===== config.mk =====
export PLATFORM = sky130hd
export DESIGN_NAME = shift_rotate_sequencer
export DESIGN_NICKNAME = d
export VERILOG_FILES = /design/src/rtl/shift_rotate_sequencer.sv
export SDC_FILE = /design/constraint.sdc
export NUM_CORES = 1
export LEC_CHECK = 0
export ABC_AREA = 1
export CORE_MARGIN = 3
export CORE_UTILIZATION = 40
export CTS_CLUSTER_DIAMETER = 50
export DETAILED_ROUTE_END_ITERATION = 6
export GPL_ROUTABILITY_DRIVEN = 1
export MAX_ROUTING_LAYER = met4
export PLACE_DENSITY = 0.85
export SYNTH_ARGS = -nofsm -noshare
export SYNTH_HDL_FRONTEND = slang
export SYNTH_SLANG_ARGS = --single-unit

===== constraint.sdc =====
create_clock -name clk -period 1.3 [get_ports clk]
set_input_delay 0.39 -clock clk [delete_from_list [all_inputs] [get_ports clk]]
set_output_delay 0.39 -clock clk [all_outputs]
set_load 0.05 [all_outputs]

===== src/rtl/shift_rotate_sequencer.sv =====
// Purpose : multi-step shift/rotate controller that iterates an external 1-bit shifter stage 'amount' times.
// Latency : done pulses amount+1 cycles after the accepted start cycle (amount=0 -> the next cycle).
// Backpressure: start is only honoured in IDLE; requests while busy are dropped, not queued.
//
// Ports:
//   clk, reset      rising-edge clock, synchronous active-high reset
//   start           request, sampled only in IDLE
//   data_in/op/amount  operand, operation (00 shl, 01 shr, 10 rotl, 11 rotr) and step count, captured on accepted start
//   sh_x, sh_sel    registered drive to the combinational shifter stage
//   sh_y            one-step result of sh_x from the shifter stage
//   busy            high whenever the sequencer is not idle
//   done            one-cycle completion pulse
//   result          working register; valid from done until the next accepted start
module shift_rotate_sequencer #(
  parameter int AMT_W = 3
) (
  input  logic             clk,
  input  logic             reset,
  input  logic             start,
  input  logic [7:0]       data_in,
  input  logic [1:0]       op,
  input  logic [AMT_W-1:0] amount,
  output logic [7:0]       sh_x,
  output logic [1:0]       sh_sel,
  input  logic [7:0]       sh_y,
  output logic             busy,
  output logic             done,
  output logic [7:0]       result
);

  typedef enum logic [1:0] {
    IDLE = 2'b00,
    RUN  = 2'b01,
    DONE = 2'b10
  } state_t;

  state_t           state, state_nxt;
  logic [7:0]       work;
  logic [1:0]       op_q;
  logic [AMT_W-1:0] cnt;

  // State register plus the datapath registers it controls.
  always_ff @(posedge clk) begin
    if (reset) begin
      state <= IDLE;
      work  <= 8'h00;
      op_q  <= 2'b00;
      cnt   <= '0;
    end else begin
      state <= state_nxt;
      case (state)
        IDLE: begin
          if (start) begin
            work <= data_in;
            op_q <= op;
            cnt  <= amount;
          end
        end
        RUN: begin
          // The shifter is combinational, so sh_y already reflects one step of work.
          work <= sh_y;
          if (cnt != '0) begin
            cnt <= cnt - AMT_W'(1);
          end
        end
        default: begin
        end
      endcase
    end
  end

  always_comb begin
    state_nxt = state;
    case (state)
      IDLE: begin
        if (start) begin
          state_nxt = (amount == '0) ? DONE : RUN;
        end
      end
      RUN: begin
        // cnt==1 means this edge applies the final step; <= also guards a stale zero.
        if (cnt <= AMT_W'(1)) begin
          state_nxt = DONE;
        end
      end
      DONE:    state_nxt = IDLE;
      default: state_nxt = IDLE;
    endcase
  end

  // All outputs are plain decodes of registers: no input-to-output paths.
  assign sh_x   = work;
  assign sh_sel = op_q;
  assign result = work;
  assign busy   = (state != IDLE);
  assign done   = (state == DONE);

endmodule

== Yosys cells after proc, flatten, opt, wreduce, memory -nomap -nowiden ==
Index checks and enable logic that the tools add are counted.
Cells by class
  $add $sub $neg: 1
  magnitude comparators: 1
  equality and inequality tests: 5
  multiplexer cells: 9
  reductions and logical operators: 9
Operator list (count)
  $pmux W8 S2: 1
  $mux W8: 1
  $mux W2: 3
  $mux W3: 2
  $ne A2 B2 Y1 const B: 3
  $pmux W3 S2: 1
  $reduce_and A2 Y1: 3
  $pmux W2 S2: 1
  $reduce_bool A2 Y1: 2
  $le A3 B1 Y1 const B: 1
  $logic_not A3 Y1: 1
  $reduce_and A3 Y1: 1
  $reduce_bool A3 Y1: 1
  $sub A3 B1 Y3 const B: 1
  $eq A2 B1 Y1 const B: 1
  $eq A2 B2 Y1 const B: 1
  $logic_not A2 Y1: 1
Word-level totals
  flip-flop bits (word level): 15
  bits of input ports: 24
  output and inout port bits: 20
  logic and storage cells: 29

== Logic depth before layout (Yosys ltp) ==
Gate-level depths: netlist of run 1.
  depth after elaboration: 4
  gate-level depth with buffers: 9

== Least setup slack after synthesis of run 1 ==
Ideal clock, no wire load.
  kind: register to output
  start: reg state[1]
  end: out done
  data arrival time: 1114 ps
  setup slack: -204 ps
  stages on the path, launching flop included: 3
  path buffers: 0
  cell sequence: dfxtp_1 -> inv_2 -> nor2_1
Between the ends
  longest elaborated chain between the ends: 1
Ends and longest elaborated chain
  start, declared: line 37  | state_t state, state_nxt;
  start signal, assigned: line 50  | state <= state_nxt;
  $eq A2 B2 Y1: line 96  | assign done = (state == DONE);
  end, declared: line 27  | output logic done,
No other way between the ends.

== Worst setup path in the final report of run 1 ==
Ends and elaborated chain as after synthesis.

==> results of run 1 <==
placed cells by master (no fill, tap or decap):
cell	n
buf_12	21
nor2_4	2
ha_1	3
nor2_2	2
dfxtp_4	2
nand3_1	4
inv_1	8
inv_4	1
clkinvlp_4	2
clkinv_2	1
nor2_1	25
dfxtp_2	10
a21oi_2	1
inv_6	2
nand2_1	41
a21oi_1	2
clkbuf_4	3
nand3_4	1
buf_4	11
clkdlybuf4s50_1	22
o21ai_0	6
o21ai_4	1
dfxtp_1	3
nand3_2	1
dlygate4sd2_1	1
inv_2	1
nand2_8	1
o21ai_1	5
nand2_4	2
per-layer routing:
| layer | wire length, um | share of wire | vias up |
|---|---|---|---|
| li1 | - | - | 508 |
| met1 | 1330 | 0.38 | 504 |
| met2 | 1920 | 0.55 | 50 |
| met3 | 165 | 0.047 | 8 |
| met4 | 91 | 0.026 | 0 |
| met5 | 0 | 0 | - |
power groups by stage:
stage	logic, uW	registers [uW]	clock network [uW]
after CTS	1110	626	268
after detailed placement	1060	625	0
after global routing	1230	640	287
final	1170	632	272
after global placement	1030	620	0
after floorplan	471	717	0
layout make-up:
cell class / count / area, um2
timing repair buffer: 55 / 732
multi-input combinational: 97 / 500
fill: 109 / 355
sequential: 15 / 320
inverter: 13 / 65.1
tap: 27 / 33.8
clock buffer: 3 / 22.5
timing repair inverter: 1 / 7.51
clock inverter: 1 / 5.00
worst paths after layout:
kind / start / to / slack, ns / cells after the start
setup reg to reg: state[1] / result[4] / 0.02 / 7
hold reg to reg: cnt[0] / cnt[0] / 0.51 / 2
hold / removal: cnt[0] / cnt[0] / 0.51 / 2
setup / recovery: state[1] / done / -0.05 / 3
kinds of logic (layout without fill, tap and decap cells):
logic type                 Yosys count  in the layout
and+or+nand+nor                     79             79
buffers and inverters               24             73
AOI/OAI and AO/OA                   15             15
DFF                                 15             15
adders and majority gates            3              3
state kept, by name, indices dropped and copies added (netlist names):
signal,flops
sh_sel,2
cnt,3
state,2
result,8
timing repair:
action | CTS | global route
gates cloned | 0 | 1
buffers inserted | 5 | 3
gates resized for setup | 20 | 15
pin swaps | 0 | 3
endpoints found under the setup margin | 21 | 12
through the flow:
stage	TNS (ns)	power, uW	std cells	util
2_1_floorplan	0	1190	136	-
3_3_place_gp	-2.94	1650	199	0.748
3_5_place_dp	-3.60	1680	199	0.748
4_1_cts	-0.0401	2000	208	0.801
5_1_grt	-0.458	2150	212	0.826
6_report	-0.169	2070	212	0.826
tightest hold or removal path: cells and delay by family, from the launching register on:
kind,cells,cell delay (ns)
flip-flops,1,0.35
AND/OR/NAND/NOR,2,0.13
==> flow_summary_export.csv, run 1 <==
group,metric,value,unit
global_routing,grt_pass1_vias,1074,
detailed_routing,ant_nets,0,
detailed_routing,viasPerCell,5.05,
synth,synth_ff_type,"dfxtp_1",
synth,synth_common_cells,"nand2_1, nor2_1, dfxtp_1",
synth,synth_mux_area_frac,0,
detailed_routing,wl_per_cell,16.5,um
clock_tree,clk_pin_slew,0.09,ns
setup_path,cp_data_required_time,0.91,ns
placed_design,finalWeightedCongestion,0.845,
timing,worst_pin_slew,0.298,ns
clock_tree,cts_buffers,3,
power_and_ir_drop,ir_worst_vdd,0.000896,V
synth,async_flop_share,0,
setup_path,path_buf_inv,2,
clock_tree,cts-root-buf,"clkbuf_4",
synth,synth_fa_ha_area_frac,0.0415,
synth,synth_most_common_cell,"nand2_1",
global_routing,grt_pass1_wl,5.01,mm
placed_design,placed_cell_area,1530,um2
clock_tree,ctsHoldBuffers,0,
placed_design,post-dp-hpwl,2.21,mm
synth,synth_seq_cells,15,
setup_path,worstSetupStartpointType,"flop",
timing,skew,0.00587,ns
power_and_ir_drop,swShare,0.426,
global_routing,track_usage,0.257,
power_and_ir_drop,comb_power_share,0.563,
synth,synthSimpleGateAreaFrac,0.380,
floorplanning,core,2040,um2
global_routing,grtUsageMet2,0.471,
synth,synth_seq_area_share,0.332,
power_and_ir_drop,power.density,1230,nW/um2
clock_tree,cts_tree,"built",
floorplanning,fp-row-count,16,
global_routing,grt_max_degree,15,
power_and_ir_drop,seqPwrFrac,0.305,
floorplanning,start_util,0.443,
setup_path,critPathTopFamily,"flip-flops",
finish,n_antenna_cell,0,
power_and_ir_drop,p_switching,883,uW
setup_path,critPathMaxStageDelay,0.39,ns
synth,yosys-top-cells-area,"dfxtp_1, nand2_1, nor2_1",
detailed_routing,drtPass1Iterations,4,
setup_path,cpMaxStageDelayCell,"dfxtp_4",
synth,synth_edf_count,0,
synth,synth_xor_area_frac,0,
synth,yosysUniqueCellTypes,18,
timing,report.final.setup_viol,7,
finish,design_area,1690,um2
setup_path,crit_arrival,0.96,ns
global_routing,grt_use_met3,0.0637,
timing,min_period,1.35,ns
global_routing,antenna_found_initial,0,
synth,ys_warn_count,0,
timing,layout_setup_ws,-0.0544,ns
synth,syn_area,905,um2
power_and_ir_drop,cell_internal_pwr,1190,uW
hold_path,hold_class,"reg -> reg",
synth,synth_compound_area_frac,0.0954,
floorplanning,dieWidth,53.6,um
synth,synth_top_family_by_area,"simple AND/OR/NAND/NOR gates",
placed_design,port_buffers,43,
clock_tree,clk_latency,0.29,ns
detailed_routing,dr.first_iter.drc_count,22,
timing,hold_slack,0.507,ns
timing,hold_viol,0,
setup_path,end_kind,"primary output",
synth,avgSynthCellArea,6.65,um2
floorplanning,io_pins,44,
clock_tree,clock-sinks,15,
job,cap_violations,0,
finish,area_growth,86.4,%
synth,yosysTopAreaCellShare,0.332,
power_and_ir_drop,p_clk_frac,0.131,
detailed_routing,drcViolationCount,0,
detailed_routing,routed_wl,3.50,mm
synth,synth_cells,136,
setup_path,crit_chain,"inv_6 -> nor2_4 -> buf_12",
run_status,status,"complete, but fails checks",
floorplanning,die-area,2870,um2
detailed_routing,route.vias.total,1070,
placed_design,dpl_worst_slack,-0.299,ns
clock_tree,htree_num_levels,1,
global_routing,globalRouteOverflowTotal,0,
timing,grt_setup_unrepaired,"yes",
finish,drive_above_1_share,0.351,
floorplanning,die_h,53.6,um
power_and_ir_drop,p_leak,0.000771,uW
timing,period_share,1.04,
synth,syn_nets,163,
run_status,violations,"setup timing",
finish,nets,213,
setup_path,path_class,"reg -> out",
clock_tree,cts_buffer_depth,2,
setup_path,crit_fanout,4,
timing,maxSlewViolCount,0,
global_routing,grtUsageMet1,0.239,
timing,max_slew_margin,0.801,
timing,fmax,738,MHz
global_routing,busiest_layer,"met2",
synth,yosysTopAreaCell,"dfxtp_1",
Note: power is estimated with default switching activity, not from simulation.
==> inputs of run 2 (changes only) <==
--- a/config.mk
+++ b/config.mk
@@ -6,13 +6,15 @@
 export NUM_CORES = 1
 export LEC_CHECK = 0
 export ABC_AREA = 1
+export CELL_PAD_IN_SITES_DETAIL_PLACEMENT = 0
+export CELL_PAD_IN_SITES_GLOBAL_PLACEMENT = 1
 export CORE_MARGIN = 3
-export CORE_UTILIZATION = 40
+export CORE_UTILIZATION = 26
 export CTS_CLUSTER_DIAMETER = 50
 export DETAILED_ROUTE_END_ITERATION = 6
 export GPL_ROUTABILITY_DRIVEN = 1
 export MAX_ROUTING_LAYER = met4
-export PLACE_DENSITY = 0.85
+export PLACE_DENSITY = 0.83
 export SYNTH_ARGS = -nofsm -noshare
 export SYNTH_HDL_FRONTEND = slang
 export SYNTH_SLANG_ARGS = --single-unit
==> run 2 against run 1 <==
The run still ends with setup timing left. Die area is 47% higher. Critical path depth stayed put. Via count is 8.0% lower. First-iteration DRC count is 9.1% higher. Clock skew is 0.0056 ns lower. Maximum frequency is 3.5% higher. Total power is 3.7% lower. Highest routed layer unchanged.
==> flow_summary_export.csv, run 2 (synthesized netlist as in run 1, its figures left out) <==
group,metric,value,unit
setup_path,r2r_slack,0.07,ns
timing,skew,0.000305,ns
finish,final_util,0.531,
timing,max_slew_margin,0.775,
floorplanning,die_h,65.0,um
global_routing,grt_max_degree,15,
setup_path,crit_fanout,4,
clock_tree,clk_latency,0.27,ns
setup_path,crit_arrival,0.92,ns
finish,n_antenna_cell,0,
finish,nets,213,
global_routing,grt_pass1_vias,1057,
finish,drive_above_1_share,0.314,
power_and_ir_drop,p_leak,0.000782,uW
setup_path,worstSetupStartpointType,"flop",
timing,layout_setup_ws,-0.00833,ns
floorplanning,start_util,0.285,
clock_tree,cts_buffers,3,
detailed_routing,drcViolationCount,0,
floorplanning,dieWidth,65.0,um
placed_design,port_buffers,43,
finish,largest_reg_flops,8,
clock_tree,clock-sinks,15,
placed_design,post-dp-hpwl,2.00,mm
setup_path,end_kind,"primary output",
hold_path,hold_class,"in -> reg",
global_routing,track_usage,0.138,
hold_path,min-delay-start,"start",
finish,final_cell_mix,"nand2_1, nor2_1, clkdlybuf4s50_1",
floorplanning,core,3180,um2
setup_path,path_class,"reg -> out",
timing,min_period,1.31,ns
run_status,status,"complete, but fails checks",
timing,worst_pin_slew,0.337,ns
timing,maxSlewViolCount,0,
power_and_ir_drop,power.density,1180,nW/um2
power_and_ir_drop,ir_worst_vdd,0.000538,V
global_routing,antenna_found_initial,0,
timing,fin_setup_tns,-0.00833,ns
clock_tree,cts_buffer_depth,2,
detailed_routing,wl_per_cell,11.3,um
timing,grt_setup_unrepaired,"yes",
setup_path,cp_data_required_time,0.91,ns
timing,report.final.setup_viol,1,
setup_path,ff2ff_path_depth,7,
global_routing,globalRouteOverflowTotal,0,
floorplanning,die-area,4220,um2
job,cap_violations,0,
clock_tree,cts-root-buf,"clkbuf_4",
detailed_routing,viasPerCell,4.30,
timing,period_share,1.01,
detailed_routing,routed_wl,2.59,mm
detailed_routing,route.vias.total,984,
detailed_routing,ant_nets,0,
finish,mostFrequentLayoutCell,"nand2_1",
floorplanning,io_pins,44,
timing,hold_slack,0.482,ns
setup_path,r2r_start,"state[0]",
hold_path,hold_depth,3,
timing,fmax,764,MHz
detailed_routing,drtPass1Iterations,4,
setup_path,r2r_end,"result[5]",
placed_design,dpl_worst_slack,-0.319,ns
clock_tree,cts_tree,"built",
clock_tree,htree_num_levels,1,
clock_tree,clk_pin_slew,0.08,ns
finish,area_growth,86.4,%
hold_path,min_to,"state[1]",
floorplanning,fp-row-count,20,
placed_design,finalWeightedCongestion,0.784,
run_status,violations,"setup timing",
detailed_routing,dr.first_iter.drc_count,24,
global_routing,grt_pass1_wl,4.51,mm
timing,hold_viol,0,
==> run 2: cell count changes in the layout (fill, tap and decap cells not counted), sizes merged <==
| cell | delta |
|---|---|
| buf | +1 |
| clkinvlp | -2 |
| clkbuf | +1 |
| dlygate4sd2 | -1 |
| dlymetal6s2s | +1 |
==> run 2: worst max-delay path: stages (launching register included) <==
cell     delay, ns
dfxtp_4       0.37
inv_6         0.04
nor2_4        0.09
buf_12        0.14
==> run 2: area by class of cell <==
cell class | count | area, um2
Tap cell | 44 | 55.1
Timing Repair Buffer | 56 | 734
Sequential cell | 15 | 319
Inverter | 13 | 60.1
Multi-Input combinational cell | 97 | 492
Clock buffer | 4 | 26.3
Fill cell | 310 | 1490
==> run 2: worst max path at each step <==
| stage | start | depth (start not counted) | endpoint | slack [ns] |
|---|---|---|---|---|
| 5_1_grt | state[1] | 3 | done | -0.05 |
| 3_5_place_dp | start | 6 | result[2] | -0.32 |
| 3_3_place_gp | start | 6 | result[1] | -0.26 |
| 6_report | state[1] | 3 | done | -0.008 |
| 4_1_cts | state[1] | 3 | done | -0.02 |
| 2_1_floorplan | result[0] | 1 | sh_x[0] | 0.001 |
==> run 2: per-layer routing <==
| metal | global-route usage | vias up | wire [um] |
|---|---|---|---|
| met1 | 0.157 | 441 | 1070 |
| met4 | 0.0475 | 0 | 46 |
| met2 | 0.238 | 34 | 1330 |
| li1 | - | 505 | - |
| met3 | 0.0312 | 4 | 138 |
| met5 | - | - | 0 |
==> run 2: timing repair <==
action / 4_1_cts / 5_1_grt
pin swaps: 0 / 2
hold buffers: 0 / 0
setup endpoints to repair: 11 / 24
gates resized for setup: 16 / 11
setup buffers: 6 / 3
endpoints found under the hold margin: 0 / 0
==> run 2: power by group <==
part | leakage (uW) | internal [uW] | switching, uW
Combinational | 0.000639 | 535 | 579
Clock | 0.0000150 | 119 | 136
Sequential | 0.000128 | 530 | 95.8
==> run 2: stage by stage <==
step                      std cells  area (um2)  total power (uW)
after global placement          216        1540              1650
after floorplan                 136         907              1190
after global routing            229        1690              2120
final                           229        1690              2000
after CTS                       226        1640              1980
after detailed placement        216        1540              1670
==> inputs of run 3 (changes only) <==
--- a/config.mk
+++ b/config.mk
@@ -15,6 +15,7 @@
 export GPL_ROUTABILITY_DRIVEN = 1
 export MAX_ROUTING_LAYER = met4
 export PLACE_DENSITY = 0.83
+export SLEW_MARGIN = 20
 export SYNTH_ARGS = -nofsm -noshare
 export SYNTH_HDL_FRONTEND = slang
 export SYNTH_SLANG_ARGS = --single-unit
==> results of run 3 <==
Same layout as run 2: the final DEF is identical, and so are final timing and power.
